**src/rtl/led_status_ctrl_pkg.sv**
```systemverilog
// Shared types and default timing for the status LED controller.
// Default timing assumes a 100 MHz clock and a 125 ms blink unit.
package led_status_ctrl_pkg;

  typedef enum logic [1:0] {
    S_IDLE = 2'd0,
    S_ON   = 2'd1,
    S_OFF  = 2'd2,
    S_GAP  = 2'd3
  } state_t;

  localparam int DEF_TICK_DIV  = 12_500_000;
  localparam int DEF_ON_UNITS  = 2;
  localparam int DEF_OFF_UNITS = 2;
  localparam int DEF_GAP_UNITS = 8;
  localparam int DEF_CODE_W    = 4;

  function automatic int max3(
    input int a,
    input int b,
    input int c
  );
    int m;
    m = a;
    if (b > m) m = b;
    if (c > m) m = c;
    return m;
  endfunction

endpackage

```
**src/rtl/led_status_ctrl_unit_tick_gen.sv**
```systemverilog
// Blink-unit prescaler: one-cycle tick every TICK_DIV cycles.
// A synchronous clear restarts the count at zero.
module unit_tick_gen #(
  parameter int TICK_DIV = 12_500_000
) (
  input  logic clk,
  input  logic reset,
  input  logic clear,
  output logic tick
);

  localparam int TW = $clog2(TICK_DIV);

  logic [TW-1:0] cnt;
  logic          last;

  assign last = (cnt == TW'(TICK_DIV - 1));
  assign tick = last;

  always_ff @(posedge clk) begin
    if (reset || clear) begin
      cnt <= '0;
    end else if (last) begin
      cnt <= '0;
    end else begin
      cnt <= cnt + TW'(1);
    end
  end

endmodule

```
**src/rtl/led_status_ctrl.sv**
```systemverilog
// Status LED driver: heartbeat passthrough, or a blink code
// of N pulses plus a long gap while a fault code is present.
module led_status_ctrl
  import led_status_ctrl_pkg::*;
#(
  parameter int TICK_DIV  = DEF_TICK_DIV,
  parameter int ON_UNITS  = DEF_ON_UNITS,
  parameter int OFF_UNITS = DEF_OFF_UNITS,
  parameter int GAP_UNITS = DEF_GAP_UNITS,
  parameter int CODE_W    = DEF_CODE_W
) (
  input  logic              clk,
  input  logic              reset,
  input  logic              pwm_in,
  input  logic [CODE_W-1:0] fault_code,
  output logic              led_out,
  output logic              busy,
  output logic              code_done
);

  localparam int UMAX = max3(ON_UNITS, OFF_UNITS, GAP_UNITS);
  localparam int UW   = $clog2(UMAX + 1);

  state_t            state;
  logic [CODE_W-1:0] cur_code;
  logic [CODE_W-1:0] pulse_cnt;
  logic [UW-1:0]     unit_cnt;
  logic [UW-1:0]     unit_last;
  logic              tick;
  logic              unit_end;
  logic              tick_clr;
  logic              has_fault;

  assign has_fault = (fault_code != '0);

  always_comb begin
    unit_last = '0;
    unique case (state)
      S_IDLE: unit_last = '0;
      S_ON:   unit_last = UW'(ON_UNITS - 1);
      S_OFF:  unit_last = UW'(OFF_UNITS - 1);
      S_GAP:  unit_last = UW'(GAP_UNITS - 1);
    endcase
  end

  assign unit_end = tick && (unit_cnt == unit_last)
                    && (state != S_IDLE);

  // Prescaler is held in IDLE and restarted on every state change.
  assign tick_clr = (state == S_IDLE) || unit_end;

  unit_tick_gen #(
    .TICK_DIV (TICK_DIV)
  ) u_tick (
    .clk   (clk),
    .reset (reset),
    .clear (tick_clr),
    .tick  (tick)
  );

  always_ff @(posedge clk) begin
    if (reset) begin
      state     <= S_IDLE;
      led_out   <= 1'b0;
      busy      <= 1'b0;
      code_done <= 1'b0;
      cur_code  <= '0;
      pulse_cnt <= '0;
      unit_cnt  <= '0;
    end else begin
      code_done <= 1'b0;
      unique case (state)
        S_IDLE: begin
          unit_cnt  <= '0;
          pulse_cnt <= '0;
          if (has_fault) begin
            cur_code <= fault_code;
            state    <= S_ON;
            led_out  <= 1'b1;
            busy     <= 1'b1;
          end else begin
            led_out <= pwm_in;
            busy    <= 1'b0;
          end
        end
        S_ON: begin
          if (unit_end) begin
            unit_cnt  <= '0;
            pulse_cnt <= pulse_cnt + CODE_W'(1);
            led_out   <= 1'b0;
            if (pulse_cnt == cur_code - CODE_W'(1)) begin
              state <= S_GAP;
            end else begin
              state <= S_OFF;
            end
          end else if (tick) begin
            unit_cnt <= unit_cnt + UW'(1);
          end
        end
        S_OFF: begin
          if (unit_end) begin
            unit_cnt <= '0;
            state    <= S_ON;
            led_out  <= 1'b1;
          end else if (tick) begin
            unit_cnt <= unit_cnt + UW'(1);
          end
        end
        S_GAP: begin
          if (unit_end) begin
            unit_cnt  <= '0;
            pulse_cnt <= '0;
            code_done <= 1'b1;
            if (has_fault) begin
              cur_code <= fault_code;
              state    <= S_ON;
              led_out  <= 1'b1;
            end else begin
              cur_code <= '0;
              state    <= S_IDLE;
              led_out  <= pwm_in;
              busy     <= 1'b0;
            end
          end else if (tick) begin
            unit_cnt <= unit_cnt + UW'(1);
          end
        end
      endcase
    end
  end

endmodule

```
**config.mk**
```make
export PLATFORM = sky130hd
export DESIGN_NAME = led_status_ctrl
export DESIGN_NICKNAME = d
export VERILOG_FILES = /design/src/rtl/led_status_ctrl_pkg.sv /design/src/rtl/led_status_ctrl_unit_tick_gen.sv /design/src/rtl/led_status_ctrl.sv
export SDC_FILE = /design/constraint.sdc
export NUM_CORES = 1
export LEC_CHECK = 0
export CORE_UTILIZATION = 40
export DETAILED_ROUTE_END_ITERATION = 8
export PLACE_DENSITY_LB_ADDON = 0.12
export SLEW_MARGIN = 5
export SYNTH_ARGS = -nofsm -noshare
export SYNTH_HDL_FRONTEND = slang
export SYNTH_SLANG_ARGS = --single-unit
```
**constraint.sdc**
```tcl
create_clock -name clk -period 4.4 [get_ports clk]
set_input_delay 0.44 -clock clk [delete_from_list [all_inputs] [get_ports clk]]
set_output_delay 0.44 -clock clk [all_outputs]
set_load 0.1 [all_outputs]
```
Word-level counts from Yosys, hierarchy flattened:

Cells that the tools add are included.

* add/sub/neg operators: 4
* multiply operators: 0
* div/mod/pow operators: 0
* $lt $le $gt $ge: 0
* equal/unequal tests: 12
* shifts and indexed selects: 0
* mux-type cells: 28
* bitwise logic cells: 1
* reduce and logical (&&, ||, !) cells: 18

Operators with widths (number)
* 2-to-1 mux 4 bit: 7
* adder 24 x 1 -> 24 bit, second input constant: 1
* equality test 24 bit, second input constant: 1
* one-hot mux 4 bit (3 select lines): 2
* one-hot mux 4 bit (2 select lines): 2
* AND reduction 3 bit: 4
* 2-to-1 mux 1 bit: 10
* != test 2 bit, second input constant: 5
* adder 4 x 1 -> 4 bit, second input constant: 2
* equality test 4 bit: 2
* 2-to-1 mux 2 bit: 4
* one-hot mux 2 bit (4 select lines): 1
* OR reduction 2 bit: 3
* equality test 2 bit, second input constant: 2
* one-hot mux 1 bit (4 select lines): 1
* AND reduction 4 bit: 1
* nonzero test 2 bit: 2
* nonzero test 4 bit: 1
* subtractor 4 x 1 -> 4 bit, second input constant: 1
* != test 3 x 1 -> 1 bit, second input constant: 1
* nonzero test 3 bit: 1
* OR reduction 3 bit: 1
* equality test 2 x 1 -> 1 bit, second input constant: 1
* logical AND 1 bit: 2
* 4 further kinds: 5

* flip-flop bits (word level): 41
* latch bits: 0
* memory bits (writable): 0
* memory bits (read-only): 0
* input bits: 7
* output and inout port bits: 3
* logic and storage cells: 71
* memories: 0

Depth between registers and ports, before layout:

Gate-level depths: netlist of the first run.

* depth after elaboration: 9
* mapped depth: 8
* mapped depth without buffers: 7

Hierarchy:

Synthesis of the first run repeated with hierarchy kept, for this count alone.

* cell total of the unflattened synthesis: 243
* area total of the unflattened synthesis: 2114.5 µm²

Modules (own cells, without submodules)
* unit_tick_gen: times used 1, cells each 136, area an instance 1119.8 µm², sequential area each 480.5 µm²
* led_status_ctrl: times used 1, cells each 107, area an instance 994.7 µm², sequential area each 340.3 µm²

Worst setup path before layout of the first run:

No wires, ideal clock.

* kind: flip-flop to flip-flop
* start point: register state[0]
* end point: register pulse_cnt[3]
* library setup time: 0.117 ns
* arrival time: 1.901 ns
* data required time: 4.283 ns
* setup slack: 2.382 ns
* stages on the path, launching flop included: 7
* path buffers: 0
* clock period less this slack: 2.018 ns
* cell sequence: dfxtp_1 > ha_1 > or3_1 > a211oi_2 > nand4_2 > a22o_1 > a32o_1

* word-level cells in the longest chain between the ends: 8
* elaborated cells between the ends (all ways): 15
* classes of those cells: 6 x eq/ne; 2 x mux; 7 x reduce/logical

Ends and longest elaborated chain
* start: declaration: RTL line led_status_ctrl.sv:24 `state_t state;`
* start signal: assignment: RTL line led_status_ctrl.sv:63 `state <= S_IDLE;`
* start signal: assignment: RTL line led_status_ctrl.sv:78 `state <= S_ON;`
* start signal: assignment: RTL line led_status_ctrl.sv:92 `state <= S_GAP;`
* equality test 2 bit or equality test 2 x 1 -> 1 bit (tied branches): RTL line led_status_ctrl.sv:38, led_status_ctrl.sv:72
* OR reduction 2 bit (no line)
* one-hot mux 4 bit (3 select lines): RTL line led_status_ctrl.sv:38 `unique case (state)`
* equality test 4 bit: RTL line led_status_ctrl.sv:46 `assign unit_end = tick && (unit_cnt == unit_last)`
* logical AND 1 bit: RTL line led_status_ctrl.sv:46
* logical AND 1 bit: RTL line led_status_ctrl.sv:47 `&& (state != S_IDLE);`
* != test 2 bit (no line)
* AND reduction 3 bit (no line)
* end signal: assignment: RTL line led_status_ctrl.sv:89 `pulse_cnt <= pulse_cnt + CODE_W'(1);`
* end: declaration: RTL line led_status_ctrl.sv:26 `logic [CODE_W-1:0] pulse_cnt;`

Parallel ways exist; a longest one is shown, timed or not. The select of a mux whose other input is x is not followed.
A chain may end at the register's enable or synchronous reset.

Final worst setup path of the first run:

* start point: register u_tick.cnt[0]
* end point: register u_tick.cnt[15]

* word-level cells in the longest chain between the ends: 6
* elaborated cells between the ends (all ways): 7
* classes of those cells: 1 x add/sub; 1 x eq/ne; 5 x reduce/logical

Ends and longest elaborated chain
* start: declaration: RTL line led_status_ctrl_unit_tick_gen.sv:14 `logic [TW-1:0] cnt;`
* start signal: assignment: RTL line led_status_ctrl_unit_tick_gen.sv:26 `cnt <= cnt + TW'(1);`
* branches (longest 6 deep; another with adder 24 x 1 -> 24 bit)

Several ways; the timed one is not identified.

==> results of run 1 <==
## logic make-up after synthesis
kind of cell	Yosys count
AND/OR/NAND/NOR	119
flip-flops	41
XOR/XNOR	32
AO/OA/AOI/OAI	20
buffers and inverters	15
adder cells (fa/ha/maj)	9
multiplexers	4
## sequential cells by signal, summed over array words and instances, names as in the netlist
register	count
busy	1
code_done	1
cur_code	4
led_out	1
pulse_cnt	4
state	2
u_tick.cnt	24
unit_cnt	4
## per-layer routing
layer	track usage, %	vias up
met4	6.92	0
met1	23.3	745
met2	23.7	10
met5	0	-
met3	4.02	2
li1	-	856
## cell type report
type | instances | area [µm²] | share of cell area [%]
inverters | 8 | 30.0 | 1.28
clock inverters | 2 | 10.0 | 0.425
repair buffers | 9 | 90.1 | 3.83
flip-flops and latches | 41 | 821 | 34.9
well taps | 70 | 87.6 | 3.72
clock buffers | 6 | 72.6 | 3.08
multi-input cells | 184 | 1240 | 52.8
## worst paths after layout
path                                    start        endpoint  slack (ns)  cells past startpoint
worst min-delay path                     busy            busy        0.47                      2
worst min register to register           busy            busy        0.47                      2
worst max-delay path            u_tick.cnt[0]  u_tick.cnt[15]        2.10                      6
worst max register to register  u_tick.cnt[0]  u_tick.cnt[15]        2.10                      6
## power groups by stage
stage               clock network (mW)  registers, mW  logic [mW]
finish                           0.240          0.437       0.386
global route                     0.269          0.444       0.431
CTS                              0.251          0.437       0.393
detailed placement                   0          0.446       0.391
global placement                     0          0.446       0.390
floorplan                            0          0.490       0.269
## stage by stage
step	power, mW	utilization, %	hold WS, ns
after CTS	1.08	46.1	0.470
after floorplan	0.759	-	0.422
after global placement	0.836	44.5	0.439
after global routing	1.15	46.1	0.508
after detailed placement	0.837	44.5	0.451
final	1.06	46.1	0.469
## critical path, cell delays in order (launching register included)
cell     delay, ns
dfxtp_1       0.38
ha_1          0.22
nand4_1       0.18
nor4_4        0.48
nand2_1       0.15
nand2_1       0.62
nor2_1        0.12
## cells in the final DEF (no fill, tap or decap), drive strengths merged, types with 6 or more instances in the layout
| master | count |
|---|---|
| xor2 | 17 |
| nand3 | 10 |
| nand4 | 12 |
| and3 | 6 |
| clkbuf | 6 |
| inv | 8 |
| ha | 9 |
| nor2 | 32 |
| nor4 | 7 |
| dfxtp | 41 |
| xnor2 | 15 |
| nand2 | 26 |
| clkdlybuf4s50 | 9 |
==> metrics, run 1 <==
Hold Violations, Final=0; Initial DRT Pass Iterations=4; worst vdd ir=0.000223 V; Syn-to-layout area delta=10.8%; vias in the first global route=roughly 1500; register area share after synthesis=approximately two fifths; Pleak=0.869 nW; I/O pin count=10; pwr/cell area=between 400 and 500 nW/µm²; placed cell count=312; Most used DFF post-synth=dfxtp_1; first-pass GRT wire length=6.91 mm; RSZ-0062 raised after global routing=no; core area=5110 µm²; post-synthesis compound-gate area fraction=between 7 and 8%; status=finished clean; crit path time final=~2.3 ns; Post-CTS Resized=0; Setup Fix Bufs, Post-CTS=0; Crit Path Class=flip-flop to flip-flop; Synth Area in Adders=under 10%; Die Y=~75 µm; first-iteration detailed-routing DRC count=between 50 and 60; most numerous cell in the Yosys netlist=dfxtp_1; Yosys top cell by area=dfxtp_1; Netlist cell types=44; Worst Setup Slack, final=between 2 and 2.5 ns; clk buf depth=2; fmax=between 400 and 500 MHz; # hold bufs at CTS=0; top cells by area, synth=dfxtp_1 39%, xor2_1 7.0%, xnor2_1 6.2%; Port Buffers=9; Routed WL=between 4 and 5 mm; dpl hpwl=slightly below 3 mm; Setup crit end kind=flip-flop; top cells by count, synth=41 x dfxtp_1, 32 x nor2_1, 26 x nand2_1; internal power=~0.67 mW; Max Cap Viol=0; Initial Utilization=between 40% and 50%; Top Layer Used=met4; Gate Count Post-Synth=240; die area=~5600 µm²; switch share=a little under two fifths; Mapped Area=approximately 2100 µm²; Avg WL per Cell=~13 µm; Vias=between 1500 and 2000; Seq pwr share=41.1%; root buf cell=clkbuf_8; global placement routability congestion=between 0.7 and 0.8; startpoint type of the worst setup path=flip-flop; TritonCTS buffer count=5; XOR/XNOR Fraction of Synth Area=13.2%; CTS H-tree depth=2; synthesized area per cell=approximately 8.9 µm²; post-synthesis mux area share=between 1.5 and 2%; #FFs+latches synth=between 40 and 50; total gr overflow=0; CTS tree=done; Synth async-reset ratio=0%; Clock transition at path regs=around 0.080 ns; Final ANT Viol Nets=0; Final #Nets=265; post-route cell area=2350 µm²; Metal-1 WL=about 2.2 mm; largest net degree at the start of global routing=24; filler instances=roughly 520; worst-skew pair later-pin latency=a little under 0.3 ns; Residual DRC=0; Fin Setup TNS=0 ns; initial antenna violation count=0; site row count=26; switching pwr=0.395 mW; post-synthesis simple-gate area fraction=30.7%; metal3 WL=around 75 µm; layout cells sized above 1=6.80%; Post-synth EDFFs=0; Clk pwr share=between 20% and 30%; Total GRT Usage=16.5%; DIE WIDTH=74.9 µm; Finished Layout Cells=320; combinational group share of total power=approximately 36%; Yosys warnings=0; Final period util=~52%; clock sinks=just over 40; Slew headroom=35.8%; number of diodes=0; HP Class=flip-flop to flip-flop; largest family of logic cells by synthesized area=simple AND/OR/NAND/NOR gates; Crit path required time=about 4.5 ns; Slew Limit Fails=0; synthesized net count=around 260; dpl ws=roughly 2.0 ns; Via density=a little over 5; placed cell area=~2300 µm²; Setup Skew=between 0.008 and 0.009 ns; Max Fanout on Critical Path=23; final setup vio count=0; routed wl met2=1.81 mm; Synth top area share=between 30% and 40%; crit path DAT=~2.4 ns; pin slew with the least headroom to its limit=between 0.9 and 1 ns
(Power assumes the default switching activity.)
==> inputs of run 2 (changes only) <==
==> constraint.sdc (replaced) <==
create_clock -name clk -period 1.9 [get_ports clk]
set_input_delay 0.19 -clock clk [delete_from_list [all_inputs] [get_ports clk]]
set_output_delay 0.19 -clock clk [all_outputs]
set_load 0.1 [all_outputs]
==> run 2 against run 1 <==
Compared with the run above:
- the run now ends with negative setup slack left
- sequential power grew 130%
- maximum frequency up 12%
- final area grew 23%
- hold slack better by 0.0082 ns
- global-route usage rose by 2.5 points
- combinational power rose to 3.6 times the previous value
- largest power group is now combinational logic
==> metrics, run 2 (same netlist as run 1, synthesis figures left out) <==
CTS H-tree depth=2; Fin Setup TNS=-1.12 ns; worst flop-to-flop path startpoint=u_tick.cnt[16]; # hold bufs at CTS=0; reg2reg path depth=7; final setup vio count=32; Pleak=around 1.2 nW; clock sinks=between 40 and 50; Final period util=108%; worst-skew pair later-pin latency=around 0.30 ns; total gr overflow=0; fmax=about 490 MHz; root buf cell=clkbuf_8; Die Y=74.9 µm; Final #Nets=approximately 310; clk buf depth=2; pin slew with the least headroom to its limit=0.383 ns; Top reg by flops=u_tick.cnt; placed cell count=around 360; WHS Endpoint=busy; first-pass GRT wire length=~7.9 mm; Routed WL=between 4 and 5 mm; Initial Utilization=between 40% and 50%; Crit Path Class=flip-flop to flip-flop; dpl hpwl=between 3 and 4 mm; startpoint type of the worst setup path=flip-flop; Clock transition at path regs=roughly 0.080 ns; Initial DRT Pass Iterations=4; max reg flops=24; area of the multi-input gates=1380 µm²; TritonCTS buffer count=5; Setup Skew=0.00594 ns; die area=between 5000 and 6000 µm²; Vias=roughly 1800; Setup crit end kind=flip-flop; HP Class=flip-flop to flip-flop; placed cell area=around 2600 µm²; pwr/cell area=1020 nW/µm²; storage element area=roughly 820 µm²; Final ANT Viol Nets=0; RSZ-0062 raised after global routing=yes; status=complete, but fails checks; Worst Hold Path Cells=2; crit path DAT=around 2.2 ns; Syn-to-layout area delta=36.8%; Max Fanout on Critical Path=5; hold_ws=roughly 0.48 ns; leading cell types in the layout, fill and taps excluded=45 x buf_4, 38 x dfxtp_1, 30 x nor2_1, 21 x nand2_1, 17 x xor2_1; number of diodes=0; Total GRT Usage=between 10% and 20%; FF-to-FF End=state[0]; site row count=26; R2R Setup Slk=-0.15 ns; Slew headroom=between 70% and 80%; worst vdd ir=between 0.0005 and 0.0006 V; largest net degree at the start of global routing=24; Hold Path Origin=busy; CTS tree=done; first-iteration detailed-routing DRC count=between 60 and 70; Slew Limit Fails=0; leading cell type in the layout, fill and taps excluded=buf_4; failing checks=negative setup slack; crit path time final=~2.0 ns; Worst Setup Slack, final=-0.150 ns; DIE WIDTH=74.9 µm; Finished Layout Cells=roughly 370; Crit path required time=between 2 and 2.5 ns; initial antenna violation count=0; Avg WL per Cell=between 10 and 15 µm; Max Cap Viol=0; vias in the first global route=about 1700; Hold Violations, Final=0; I/O pin count=10; post-route cell area=around 2900 µm²; Residual DRC=0; filler instances=469; Port Buffers=9; layout cells sized above 1=between 30 and 40%; global placement routability congestion=0.761; Via density=~4.9; Layout Utilization=a little under three fifths; core area=between 5000 and 6000 µm²
==> run 2: how the worst max path moves through the flow <==
stage	start	to	slack [ns]	depth (start not counted)
3_3_place_gp	state[1]	cur_code[1]	-0.1	7
4_1_cts	state[1]	led_out	-0.05	6
5_1_grt	u_tick.cnt[16]	led_out	-0.22	6
6_report	u_tick.cnt[16]	state[0]	-0.15	7
3_5_place_dp	state[1]	cur_code[0]	-0.11	7
2_1_floorplan	state[0]	pulse_cnt[3]	-0.03	6
==> run 2: stage by stage <==
step / setup WS (ns) / total power [mW]
after detailed placement: -0.112 / 2.14
after global placement: -0.0957 / 2.14
final: -0.150 / 2.96
after global routing: -0.221 / 3.17
after CTS: -0.0524 / 2.76
after floorplan: -0.0303 / 1.79
==> run 2: cell type report <==
cell class	count	area share (%)
inverter	8	1.03
tap	70	3.01
sequential	41	28.4
clock inverter	2	0.344
clock buffer	6	2.50
timing repair buffer	57	17.3
multi-input combinational	184	47.5
==> run 2: timing repair <==
item | 4_1_cts | 5_1_grt
buffers inserted | 0 | 2
cloned | 0 | 3
setup endpoints to repair | 11 | 41
pin swaps | 4 | 10
resized for setup | 6 | 22
==> run 2: worst max-delay path, cell delays in order (launching register included) <==
cell      delay [ns]
dfxtp_2         0.32
or4b_4          0.55
nor4_4          0.31
buf_4           0.20
nand4b_4        0.16
buf_4           0.19
a21oi_2         0.14
a211oi_2        0.06
==> run 2: power breakdown <==
group | total (mW) | internal [mW] | switching, mW
Combinational | 1.39 | 0.676 | 0.711
Sequential | 1.02 | 0.946 | 0.0725
Clock | 0.559 | 0.255 | 0.304
==> run 2: layer usage <==
metal | up-vias | part of all wire, % | GRT usage (%)
met3 | 8 | 2.4 | 4.15
li1 | 956 | - | -
met1 | 831 | 53 | 27.9
met2 | 19 | 42 | 26.1
met5 | - | 0 | 0
met4 | 0 | 1.9 | 8.60
